==> src/rtl/wb_stage_pkg.sv <==
// Shared codes for the writeback stage: result-source selects, load funct3
// codes and the FSM state type.
package wb_stage_pkg;

    localparam int XLEN = 32;

    localparam logic [1:0] WB_SEL_ALU  = 2'd0;
    localparam logic [1:0] WB_SEL_LOAD = 2'd1;
    localparam logic [1:0] WB_SEL_PC4  = 2'd2;
    localparam logic [1:0] WB_SEL_CSR  = 2'd3;

    localparam logic [2:0] F3_LB  = 3'b000;
    localparam logic [2:0] F3_LH  = 3'b001;
    localparam logic [2:0] F3_LW  = 3'b010;
    localparam logic [2:0] F3_LBU = 3'b100;
    localparam logic [2:0] F3_LHU = 3'b101;

    typedef enum logic {
        IDLE      = 1'b0,
        WAIT_LOAD = 1'b1
    } wb_state_e;

    // Link address for jal/jalr; wraps modulo 2^32.
    function automatic logic [XLEN-1:0] pc_plus4(input logic [XLEN-1:0] pc);
        return pc + 32'd4;
    endfunction

endpackage

==> src/rtl/wb_stage_load_align.sv <==
// Load data extraction: picks byte/halfword/word out of the aligned memory
// word and sign- or zero-extends it. Purely combinational.
module load_align
    import wb_stage_pkg::*;
(
    input  logic [31:0] ld_data,
    input  logic [2:0]  funct3,
    input  logic [1:0]  addr_lo,
    output logic [31:0] result
);

    logic [7:0]  byte_sel;
    logic [15:0] half_sel;

    // Lane select then extension; addr_lo[0] is a don't-care for halfwords.
    always_comb begin
        byte_sel = ld_data[7:0];
        half_sel = addr_lo[1] ? ld_data[31:16] : ld_data[15:0];
        result   = ld_data;
        case (addr_lo)
            2'd0: byte_sel = ld_data[7:0];
            2'd1: byte_sel = ld_data[15:8];
            2'd2: byte_sel = ld_data[23:16];
            2'd3: byte_sel = ld_data[31:24];
            default: byte_sel = ld_data[7:0];
        endcase
        case (funct3)
            F3_LB:   result = {{24{byte_sel[7]}}, byte_sel};
            F3_LBU:  result = {24'd0, byte_sel};
            F3_LH:   result = {{16{half_sel[15]}}, half_sel};
            F3_LHU:  result = {16'd0, half_sel};
            default: result = ld_data;
        endcase
    end

endmodule

==> src/rtl/wb_stage.sv <==
// Writeback stage: accepts completed instructions from the memory stage,
// waits for load responses, drives the register file write port (which also
// serves as the decode bypass source) and counts retired instructions.
//
// state     | meaning
// IDLE      | ready to accept; non-loads complete at the accept edge
// WAIT_LOAD | load accepted, holding rd/wen/funct3/addr_lo until ld_valid
module wb_stage
    import wb_stage_pkg::*;
(
    input  logic        clk,
    input  logic        rst,
    input  logic        in_valid,
    output logic        in_ready,
    input  logic [4:0]  in_rd,
    input  logic        in_wen,
    input  logic [1:0]  in_sel,
    input  logic [31:0] in_alu,
    input  logic [31:0] in_pc,
    input  logic [31:0] in_csr,
    input  logic [2:0]  in_funct3,
    input  logic [1:0]  in_addr_lo,
    input  logic        ld_valid,
    input  logic [31:0] ld_data,
    output logic        regwr,
    output logic [4:0]  rw,
    output logic [31:0] busw,
    output logic        ld_pending,
    output logic [4:0]  ld_pending_rd,
    output logic        retire,
    output logic [63:0] instret
);

    wb_state_e   state_q, state_d;
    logic [4:0]  lat_rd;
    logic        lat_wen;
    logic [2:0]  lat_f3;
    logic [1:0]  lat_lo;
    logic [63:0] instret_q;

    logic        accept;
    logic        latch_load;
    logic        done;
    logic [4:0]  done_rd;
    logic        done_wen;
    logic [31:0] done_data;
    logic [31:0] src_data;
    logic [31:0] ld_result;

    assign in_ready      = !rst && (state_q != WAIT_LOAD);
    assign accept        = in_valid && in_ready;
    assign ld_pending    = (state_q == WAIT_LOAD);
    assign ld_pending_rd = lat_rd;
    assign instret       = instret_q;

    load_align u_load_align (
        .ld_data (ld_data),
        .funct3  (lat_f3),
        .addr_lo (lat_lo),
        .result  (ld_result)
    );

    // Non-load result source mux.
    always_comb begin
        src_data = in_alu;
        case (in_sel)
            WB_SEL_PC4: src_data = pc_plus4(in_pc);
            WB_SEL_CSR: src_data = in_csr;
            default:    src_data = in_alu;
        endcase
    end

    // Next state and completion selection.
    always_comb begin
        state_d    = state_q;
        latch_load = 1'b0;
        done       = 1'b0;
        done_rd    = in_rd;
        done_wen   = in_wen;
        done_data  = src_data;
        case (state_q)
            IDLE: begin
                if (accept) begin
                    if (in_sel == WB_SEL_LOAD) begin
                        latch_load = 1'b1;
                        state_d    = WAIT_LOAD;
                    end else begin
                        done = 1'b1;
                    end
                end
            end
            WAIT_LOAD: begin
                if (ld_valid) begin
                    done      = 1'b1;
                    done_rd   = lat_rd;
                    done_wen  = lat_wen;
                    done_data = ld_result;
                    state_d   = IDLE;
                end
            end
            default: state_d = IDLE;
        endcase
    end

    // State register.
    always_ff @(posedge clk) begin
        if (rst) state_q <= IDLE;
        else     state_q <= state_d;
    end

    // Pending load context.
    always_ff @(posedge clk) begin
        if (rst) begin
            lat_rd  <= 5'd0;
            lat_wen <= 1'b0;
            lat_f3  <= 3'd0;
            lat_lo  <= 2'd0;
        end else if (latch_load) begin
            lat_rd  <= in_rd;
            lat_wen <= in_wen;
            lat_f3  <= in_funct3;
            lat_lo  <= in_addr_lo;
        end
    end

    // Register-file write port, retire pulse and instret; rw/busw hold between completions.
    always_ff @(posedge clk) begin
        if (rst) begin
            regwr     <= 1'b0;
            rw        <= 5'd0;
            busw      <= 32'd0;
            retire    <= 1'b0;
            instret_q <= 64'd0;
        end else begin
            regwr  <= done && done_wen && (done_rd != 5'd0);
            retire <= done;
            if (done) begin
                rw        <= done_rd;
                busw      <= done_data;
                instret_q <= instret_q + 64'd1;
            end
        end
    end

endmodule

==> config.mk <==
export PLATFORM = sky130hd
export DESIGN_NAME = wb_stage
export DESIGN_NICKNAME = d
export VERILOG_FILES = /design/src/rtl/wb_stage_pkg.sv /design/src/rtl/wb_stage_load_align.sv /design/src/rtl/wb_stage.sv
export SDC_FILE = /design/constraint.sdc
export NUM_CORES = 1
export LEC_CHECK = 0
export CAP_MARGIN = 10
export CORE_ASPECT_RATIO = 0.9
export CORE_UTILIZATION = 44
export CTS_CLUSTER_DIAMETER = 40
export DETAILED_ROUTE_END_ITERATION = 7
export PLACE_DENSITY = 0.87
export SLEW_MARGIN = 20
export SYNTH_ARGS = -nofsm -noshare
export SYNTH_HDL_FRONTEND = slang
export SYNTH_SLANG_ARGS = --single-unit
==> constraint.sdc <==
create_clock -name clk -period 2.64 [get_ports clk]
set_input_delay 0.264 -clock clk [delete_from_list [all_inputs] [get_ports clk]]
set_output_delay 0.264 -clock clk [all_outputs]
set_load 0.05 [all_outputs]
==> flow_metrics.tcl <==
set metrics [dict create \
    final_util_pct 69.8 \
    post_cts_resize_count 0 \
    fp-row-count 41 \
    clock.fmax_mhz 447 \
    synth_fp_nets 968 \
    yosys.cell_types.count 58 \
    synth.top_cell.area_share_pct 35.5 \
    power.density_mw_per_mm2 506 \
    cts.htree.levels 4 \
    holdPathStages 4 \
    die_y_um 117 \
    skew_ps 10.8 \
    final_nets 1222 \
    reg2reg_to "instret[33]$_SDFFE_PP0P_" \
    tightest_slew_ps 745 \
    dr.pass1.iters 6 \
    hold_viol 0 \
    cts_buffers 17 \
    drive_above_1_share_pct 7.26 \
    clock_path_buffers 2 \
    met2_length_um 10900 \
    synth_edf_count 0 \
    synth_cells 821 \
    die-area_mm2 0.0152 \
    status "completed" \
    required_ps 2910 \
    die_w_um 130 \
    synth.yosys.seq_area_share_pct 35.5 \
    slowest_stage "or3b_1" \
    start_kind "flip-flop" \
    grt_pass1_vias 6768 \
    fin_setup_tns_ps 0 \
    grt_setup_unrepaired "no" \
    syn_to_final_growth_pct 53.0 \
    vdd_ir_drop_max_mv 0.502 \
    hold_class "in -> reg" \
    final_cells 1281 \
    grt_max_degree 67 \
    crit_path_cell_trace "or3b_1 > o21ai_2 > buf_4 > nand4_1 > nor4_1 > xnor2_1 > nor2_1" \
    ant_nets 0 \
    avgSynthCellArea_um2 7.90 \
    period_needed_ps 2240 \
    rrSetupSlack_ps 400 \
    finalWirelength_um 24100 \
    clock_sinks 115 \
    finalSetupViolations 0 \
    p_leak_uw 0.00354 \
    grt_pass1_wl_um 36800 \
    synthArstFlopShare_pct 0 \
    yosys.area.top_type "dfxtp_1" \
    grt_antenna_before_repair 0 \
    clk_latency_ps 410 \
    timing.rr.start "ld_pending$_SDFF_PP0_" \
    critPathTopFamily "simple AND/OR/NAND/NOR gates" \
    met1_length_um 10500 \
    slew_viol_final 0 \
    min_to "busw[24]$_SDFFE_PP0P_" \
    critPathMaxFanout 8 \
    dpl.cell_count 1249 \
    reg2reg_depth 7 \
    power_uw 5020 \
    top_layer "met4" \
    wl_met3_um 2150 \
    grt-ovfl-total 0 \
    start_util_pct 45.6 \
    grt_util_all_layers_pct 31.9 \
    cts_setup_buffers 0 \
    crit_path_end_kind "flip-flop" \
    post_drt_wl_per_cell_um 18.8 \
    hold_start "rst" \
    synthTopCellsByArea "dfxtp_1, xor2_1, nand2_1" \
    viasPerCell 5.80 \
    min_period_over_period_pct 84.7 \
    antennaDiodeCount 0 \
    timing_worst_setup_path_type "reg -> reg" \
    vias 7436 \
    routabilityCongestion 0.971 \
    io_buffers 254 \
    drc 0 \
    critPathBufInv 1 \
    core_area_mm2 0.0142 \
    drv_cap 0 \
    critPathArrivalTime_ps 2510 \
    cts-root-buf "clkbuf_16" \
    synth_area_mm2 0.00648 \
    ctsHoldBuffers 0 \
    synth_top_flop_cell "dfxtp_1" \
    ioPinCount 255 \
    cp_slowest_stage_delay_ps 430 \
    dr.first_iter.drc_count 756 \
    yosysWarningCount 0 \
    ys_ff_latch 115 \
    clk_pin_slew_worst_paths_ps 60 \
    slew_headroom_pct 50.2 \
    dp_hpwl_um 18300 \
    cts_tree "built" \
]
worst register-to-register path, delay by kind of cell, from the launching register on:
family          cells  cell delay [ps]
flops               1              380
simple gates        4             1140
xor+xnor            1              160
buf+inv             1              200
compound gates      1              220
metal layers:
layer / GRT usage (%) / vias to the layer above
li1: - / 3494
met1: 44.0 / 3544
met2: 49.3 / 365
met3: 6.64 / 33
met4: 11.4 / 0
met5: 0 / -
power breakdown:
group	switching, uW	internal (uW)	total, uW
combinational	428	375	804
clock	900	1510	2410
sequential	28.7	1780	1800
total	1360	3660	5020
cells in the final DEF (no fill, tap or decap), types with 20 or more instances in the layout:
cell type | netlist | final
buf_4 | 2 | 37
a221oi_1 | 21 | 21
xor2_1 | 52 | 52
dfxtp_1 | 115 | 115
xnor2_1 | 33 | 33
nor3_1 | 21 | 21
nand2_1 | 92 | 92
o21ai_0 | 33 | 33
nor2_1 | 88 | 88
nand3_1 | 38 | 38
clkdlybuf4s50_1 | 0 | 253
a21oi_1 | 60 | 60
a22o_1 | 20 | 20
nand4_1 | 35 | 35
worst max path at each step:
stage / from / to / slack, ps / cells after the start
2_1_floorplan: instret[17]$_SDFFE_PP0P_ / instret[46]$_SDFFE_PP0P_ / 300 / 8
3_3_place_gp: in_valid / instret[33]$_SDFFE_PP0P_ / 170 / 8
3_5_place_dp: in_valid / instret[33]$_SDFFE_PP0P_ / 90 / 8
4_1_cts: ld_pending$_SDFF_PP0_ / instret[33]$_SDFFE_PP0P_ / 420 / 7
5_1_grt: ld_pending$_SDFF_PP0_ / instret[33]$_SDFFE_PP0P_ / 240 / 7
6_report: ld_pending$_SDFF_PP0_ / instret[33]$_SDFFE_PP0P_ / 400 / 7
flip-flops by register name, summed over array words and instances, names as in the netlist:
signal	count
regwr	1
instret	64
ld_pending	1
rw	5
lat_f3	3
lat_lo	2
ld_pending_rd	5
retire	1
lat_wen	1
busw	32
Yosys cell counts (3+ instances only):
cell type,count
and2_1,7
nor4_1,8
dfxtp_1,115
nand4_1,35
xor2_1,52
buf_2,6
a311oi_1,5
a21oi_1,60
and4_1,16
clkbuf_1,42
inv_1,15
buf_1,3
o22ai_1,4
nor2_1,88
and3_1,15
a2111oi_0,3
a221o_1,3
xnor2_1,33
nand2_1,92
or3_1,7
mux2i_1,9
a221oi_1,21
a21o_1,3
nor2b_1,7
a22oi_1,3
nand3_1,38
o211ai_1,8
nor3_1,21
o21ai_0,33
a211oi_1,7
a31oi_1,4
a22o_1,20
nand2b_1,5
area by class of cell:
type / count / area (um^2)
Sequential cell: 115 / 2300
Clock buffer: 17 / 425
Multi-Input combinational cell: 636 / 3890
Inverter: 15 / 56.3
Tap cell: 193 / 241
Fill cell: 1181 / 4290
Timing Repair Buffer: 290 / 2810
Clock inverter: 15 / 195
metrics by stage:
stage | worst slack, ps | cell area (um^2) | hold slack, ps
floorplan | 302 | 6480 | 400
global placement | 174 | 9300 | 444
detailed placement | 89.0 | 9300 | 452
CTS | 418 | 9920 | 352
global route | 243 | 9920 | 362
finish | 404 | 9920 | 376
logic make-up (layout without fill, tap and decap cells):
group                    count (synthesis)  in the layout  share of synthesized area [%]
multiplexers                            11             11                           1.91
flip-flops                             115            115                           35.5
AO/OA/AOI/OAI                          187            187                           19.2
adder cells (fa/ha/maj)                  2              2                          0.386
AND/OR/NAND/NOR                        351            351                           26.9
XOR/XNOR                                85             85                           11.5
buffers and inverters                   70            337                           4.52
Power figures use the tool's default switching activity.
